<file path="src/rtl/parity_pkg.sv">
// Shared definitions for the parity serializer and its matching serial checker.
package parity_pkg;

    typedef enum logic [1:0] {
        IDLE   = 2'd0,
        DATA   = 2'd1,
        PARITY = 2'd2
    } state_e;

    localparam logic PARITY_EVEN = 1'b0;
    localparam logic PARITY_ODD  = 1'b1;

endpackage

</file>
<file path="src/rtl/parity_shifter.sv">
// Datapath for the serializer: LSB-first shift register, bit counter and running parity.
module parity_shifter #(
    parameter int unsigned DATA_WIDTH = 8
) (
    input  logic                  clk,
    input  logic                  rst_n,
    input  logic                  load_i,
    input  logic                  shift_i,
    input  logic [DATA_WIDTH-1:0] data_i,
    input  logic                  seed_i,
    output logic                  bit_o,
    output logic                  parity_o,
    output logic                  last_bit_o
);

    localparam int unsigned CNT_W = (DATA_WIDTH > 1) ? $clog2(DATA_WIDTH) : 1;

    logic [DATA_WIDTH-1:0] sr_q, sr_d;
    logic [CNT_W-1:0]      cnt_q, cnt_d;
    logic                  acc_q, acc_d;

    // Load takes priority so a reload in the parity slot starts the next frame cleanly.
    always_comb begin
        sr_d  = sr_q;
        cnt_d = cnt_q;
        acc_d = acc_q;
        if (load_i) begin
            sr_d  = data_i;
            cnt_d = '0;
            acc_d = seed_i;
        end else if (shift_i) begin
            sr_d  = {1'b0, sr_q[DATA_WIDTH-1:1]};
            cnt_d = cnt_q + CNT_W'(1);
            acc_d = acc_q ^ sr_q[0];
        end
    end

    always_ff @(posedge clk or negedge rst_n) begin
        if (!rst_n) begin
            sr_q  <= '0;
            cnt_q <= '0;
            acc_q <= 1'b0;
        end else begin
            sr_q  <= sr_d;
            cnt_q <= cnt_d;
            acc_q <= acc_d;
        end
    end

    assign bit_o      = sr_q[0];
    assign parity_o   = acc_q;
    assign last_bit_o = (cnt_q == CNT_W'(DATA_WIDTH - 1));

endmodule

</file>
<file path="src/rtl/parity_serializer.sv">
// Parallel-to-serial transmitter: DATA_WIDTH bits LSB first, then one parity bit.
module parity_serializer
    import parity_pkg::*;
#(
    parameter int unsigned DATA_WIDTH = 8,
    parameter int unsigned ODD_PARITY = 0
) (
    input  logic                  clock,
    input  logic                  reset,
    input  logic                  in_valid,
    input  logic [DATA_WIDTH-1:0] in_data,
    output logic                  in_ready,
    output logic                  output_bit,
    output logic                  frame_active,
    output logic                  parity_slot
);

    localparam logic SEED = (ODD_PARITY != 0) ? PARITY_ODD : PARITY_EVEN;

    state_e state_q, state_d;
    logic   accept_c;
    logic   load_c;
    logic   shift_c;
    logic   sh_bit;
    logic   sh_parity;
    logic   sh_last;

    assign in_ready = (state_q == IDLE) || (state_q == PARITY);
    assign accept_c = in_valid && in_ready;

    always_ff @(posedge clock or negedge reset) begin
        if (!reset) begin
            state_q <= IDLE;
        end else begin
            state_q <= state_d;
        end
    end

    always_comb begin
        state_d = state_q;
        case (state_q)
            IDLE:    if (accept_c) state_d = DATA;
            DATA:    if (sh_last)  state_d = PARITY;
            PARITY:  state_d = accept_c ? DATA : IDLE;
            default: state_d = IDLE;
        endcase
    end

    // Line outputs decode only flop state, so no input reaches them combinationally.
    always_comb begin
        output_bit   = 1'b0;
        frame_active = 1'b0;
        parity_slot  = 1'b0;
        load_c       = 1'b0;
        shift_c      = 1'b0;
        case (state_q)
            IDLE: begin
                load_c = accept_c;
            end
            DATA: begin
                output_bit   = sh_bit;
                frame_active = 1'b1;
                shift_c      = 1'b1;
            end
            PARITY: begin
                output_bit   = sh_parity;
                frame_active = 1'b1;
                parity_slot  = 1'b1;
                load_c       = accept_c;
            end
            default: begin
                output_bit = 1'b0;
            end
        endcase
    end

    parity_shifter #(
        .DATA_WIDTH (DATA_WIDTH)
    ) u_shifter (
        .clk        (clock),
        .rst_n      (reset),
        .load_i     (load_c),
        .shift_i    (shift_c),
        .data_i     (in_data),
        .seed_i     (SEED),
        .bit_o      (sh_bit),
        .parity_o   (sh_parity),
        .last_bit_o (sh_last)
    );

endmodule

</file>
<file path="config.mk">
export PLATFORM = sky130hd
export DESIGN_NAME = parity_serializer
export DESIGN_NICKNAME = d
export VERILOG_FILES = /design/src/rtl/parity_pkg.sv /design/src/rtl/parity_shifter.sv /design/src/rtl/parity_serializer.sv
export SDC_FILE = /design/constraint.sdc
export NUM_CORES = 1
export LEC_CHECK = 0
export BUFFER_PORTS_ARGS = -buffer_cell sky130_fd_sc_hd__clkbuf_2
export CAP_MARGIN = 15
export CORE_MARGIN = 1.5
export CORE_UTILIZATION = 56
export CTS_CLUSTER_SIZE = 20
export DETAILED_ROUTE_END_ITERATION = 8
export PLACE_DENSITY_LB_ADDON = 0.12
export SKIP_LAST_GASP = 1
export SLEW_MARGIN = 20
export SYNTH_ARGS = -nofsm -noshare
export SYNTH_HDL_FRONTEND = slang
export SYNTH_SLANG_ARGS = --single-unit
</file>
<file path="constraint.sdc">
create_clock -name clock -period 3.06 [get_ports clock]
set_input_delay 0.306 -clock clock [delete_from_list [all_inputs] [get_ports clock]]
set_output_delay 0.306 -clock clock [all_outputs]
set_load 0.03 [all_outputs]
</file>
==> qor.yml <==
status: "finished, final reports clean"
fin_nets: 105
ys_seq_elements: 14
final.period_utilization: 0.655
max_freq_mhz: 499
skew_ns: 0.000448
async_flop_share: 1.00
relSlewSlack: 0.547
drive_above_1_share: 0.314
die_h_um: 40.1
dieArea_um2: 1610
tritoncts: "built"
multi_input_area_um2: 379
synth.top_cell.area_share: 0.455
syn_area_per_cell_um2: 11.2
whs_endpoint: "u_shifter.sr_q[7]$_DFFE_PN0P_"
n_antenna_cell: 0
critical_path.max_fanout: 13
power_frac_clock: 0.150
clk_path_buf_depth: 2
synth.most_common_cell: "dfrtp_1"
hold_path.startpoint: "in_data[7]"
p_switching_mw: 0.370
reg2reg_depth: 4
rsz0062_at_grt: "no"
power_per_cell_area_nw_per_um2: 1010
wl_mm: 1.26
wl_per_cell_um: 12.5
grt_usage: 0.170
timing.critical_path.from_type: "flip-flop"
worst_setup_path_end_kind: "primary output"
yosysTopAreaCell: "dfrtp_1"
drtIter0Drc: 6
htree_levels: 1
yosys-top-cells-count: "dfrtp_1, nand2_1, mux2i_1"
period_minus_slack_ns: 2.00
port_buffers: 14
worst_slew_pin_slew_ns: 0.679
fillers: 96
grt_pass1_vias: 453
grt.overflow.total: 0
io_pins: 15
clock-root-buffer: "clkbuf_4"
slew_violations: 0
max-cap-violations: 0
ys_warn_count: 0
cts-resized-gates: 0
crit_type: "reg -> out"
antenna_found_initial: 0
synth-main-ff-cell: "dfrtp_1"
cts_hold_buf: 1
antenna_left: 0
clk_latency_ns: 0.28
comb_power_share: 0.496
ir_drop_uv: 463
ys_seq_area_frac: 0.455
synth_edf_count: 0
clk_pin_slew_worst_paths_ns: 0.09
fin_setup_tns_ns: 0
dp_hpwl_um: 912
seqCellArea_um2: 350
hold_class: "in -> reg"
synth_area_leaders: "dfrtp_1, mux2i_1, ha_1"
synthCells: 69
place_congestion: 0.753
core_area_um2: 1280
via_per_inst: 5.17
utilization: 0.687
setup-violations-final: 0
cts_made_buffers: 3
reg2reg_to: "u_shifter.sr_q[6]$_DFFE_PN0P_"
drc: 0
arrival_ns: 1.70
grt_first_pass_wirelength_mm: 1.83
dr.pass1.iters: 4
swShare: 0.413
rows: 13
r2r_start: "state_q[1]$_DFFE_PN0P_"
ff2ff_setup_slack_ns: 1.38
power.internal_mw: 0.526
yosys.cell_types.count: 21
synth_nets: 87
clock-sinks: 14
holdPathStages: 3
postCtsSetupBuffers: 0
p_leak_nw: 0.447
grt_max_degree: 20
seqPwrFrac: 0.354
synth_area_um2: 771
fp.dieW_um: 40.1
initial_core_util: 0.600
final_hold_viol_count: 0
worstPathRequired_ns: 2.75
area_growth_syn_to_layout_pct: 14.6
vias: 522
## through the flow
stage | cells | setup slack, ns | total power, mW | hold slack (ns) | cell area [µm²]
2_1_floorplan | 69 | 1.07 | 0.698 | 0.0104 | 771
3_3_place_gp | 96 | 1.36 | 0.755 | 0.230 | 837
3_5_place_dp | 96 | 1.36 | 0.766 | 0.231 | 837
4_1_cts | 101 | 1.04 | 0.907 | 0.202 | 883
5_1_grt | 101 | 0.928 | 0.960 | 0.222 | 883
6_report | 101 | 1.06 | 0.896 | 0.211 | 883
## how the worst max path moves through the flow
stage | cells past startpoint | slack [ns] | startpoint | to
after floorplan | 4 | 1.07 | state_q[0]$_DFFE_PN0P_ | output_bit
after global placement | 6 | 1.36 | state_q[1]$_DFFE_PN0P_ | output_bit
after detailed placement | 6 | 1.36 | state_q[1]$_DFFE_PN0P_ | output_bit
after CTS | 6 | 1.04 | state_q[1]$_DFFE_PN0P_ | output_bit
after global routing | 6 | 0.93 | state_q[1]$_DFFE_PN0P_ | output_bit
final | 6 | 1.06 | state_q[1]$_DFFE_PN0P_ | output_bit
## placed cells by master (no fill, tap or decap), types with 2 or more instances in the layout
master    count
nand2_1      11
ha_1          7
o21ai_0       2
mux2i_1       9
dfrtp_1      14
nor2_1        4
o21ai_2       5
clkbuf_4      3
clkbuf_2     14
inv_1         3
## state kept, by name, indices dropped and copies added (netlist names)
name and count:
u_shifter.parity_o 1, u_shifter.sr_q 8, state_q 2, u_shifter.cnt_q 3
## critical path: stages (launching register included)
cell      delay [ns]
dfrtp_1         0.43
inv_1           0.12
ha_1            0.15
buf_4           0.22
nand2_1         0.11
a21boi_0        0.16
clkbuf_2        0.23
## power groups by stage
stage	registers [mW]	clock network (mW)	logic, mW
floorplan	0.307	0	0.391
global placement	0.318	0	0.438
detailed placement	0.321	0	0.446
CTS	0.318	0.138	0.451
global route	0.325	0.144	0.491
finish	0.317	0.134	0.445
## layout make-up
class	instances	area share
inverter	3	0.0127
multi-input combinational	49	0.429
tap	15	0.0212
timing repair buffer	16	0.0992
sequential	14	0.397
clock buffer	4	0.0411
## logic make-up after synthesis
| family | synth area share |
|---|---|
| muxes | 0.136 |
| adders and majority gates | 0.114 |
| DFF | 0.455 |
| buffers and inverters | 0.0536 |
| xor gates and xnor gates | 0.0227 |
| AOI/OAI and AO/OA | 0.119 |
| and+or+nand+nor | 0.101 |
## layer usage
metal	track usage	vias up	part of all wire
li1	-	266	-
met1	0.232	245	0.48
met2	0.270	9	0.48
met3	0.0167	2	0.029
met4	0.0776	0	0.0040
met5	0	-	0
No activity file was read; power rests on OpenSTA's default activity.
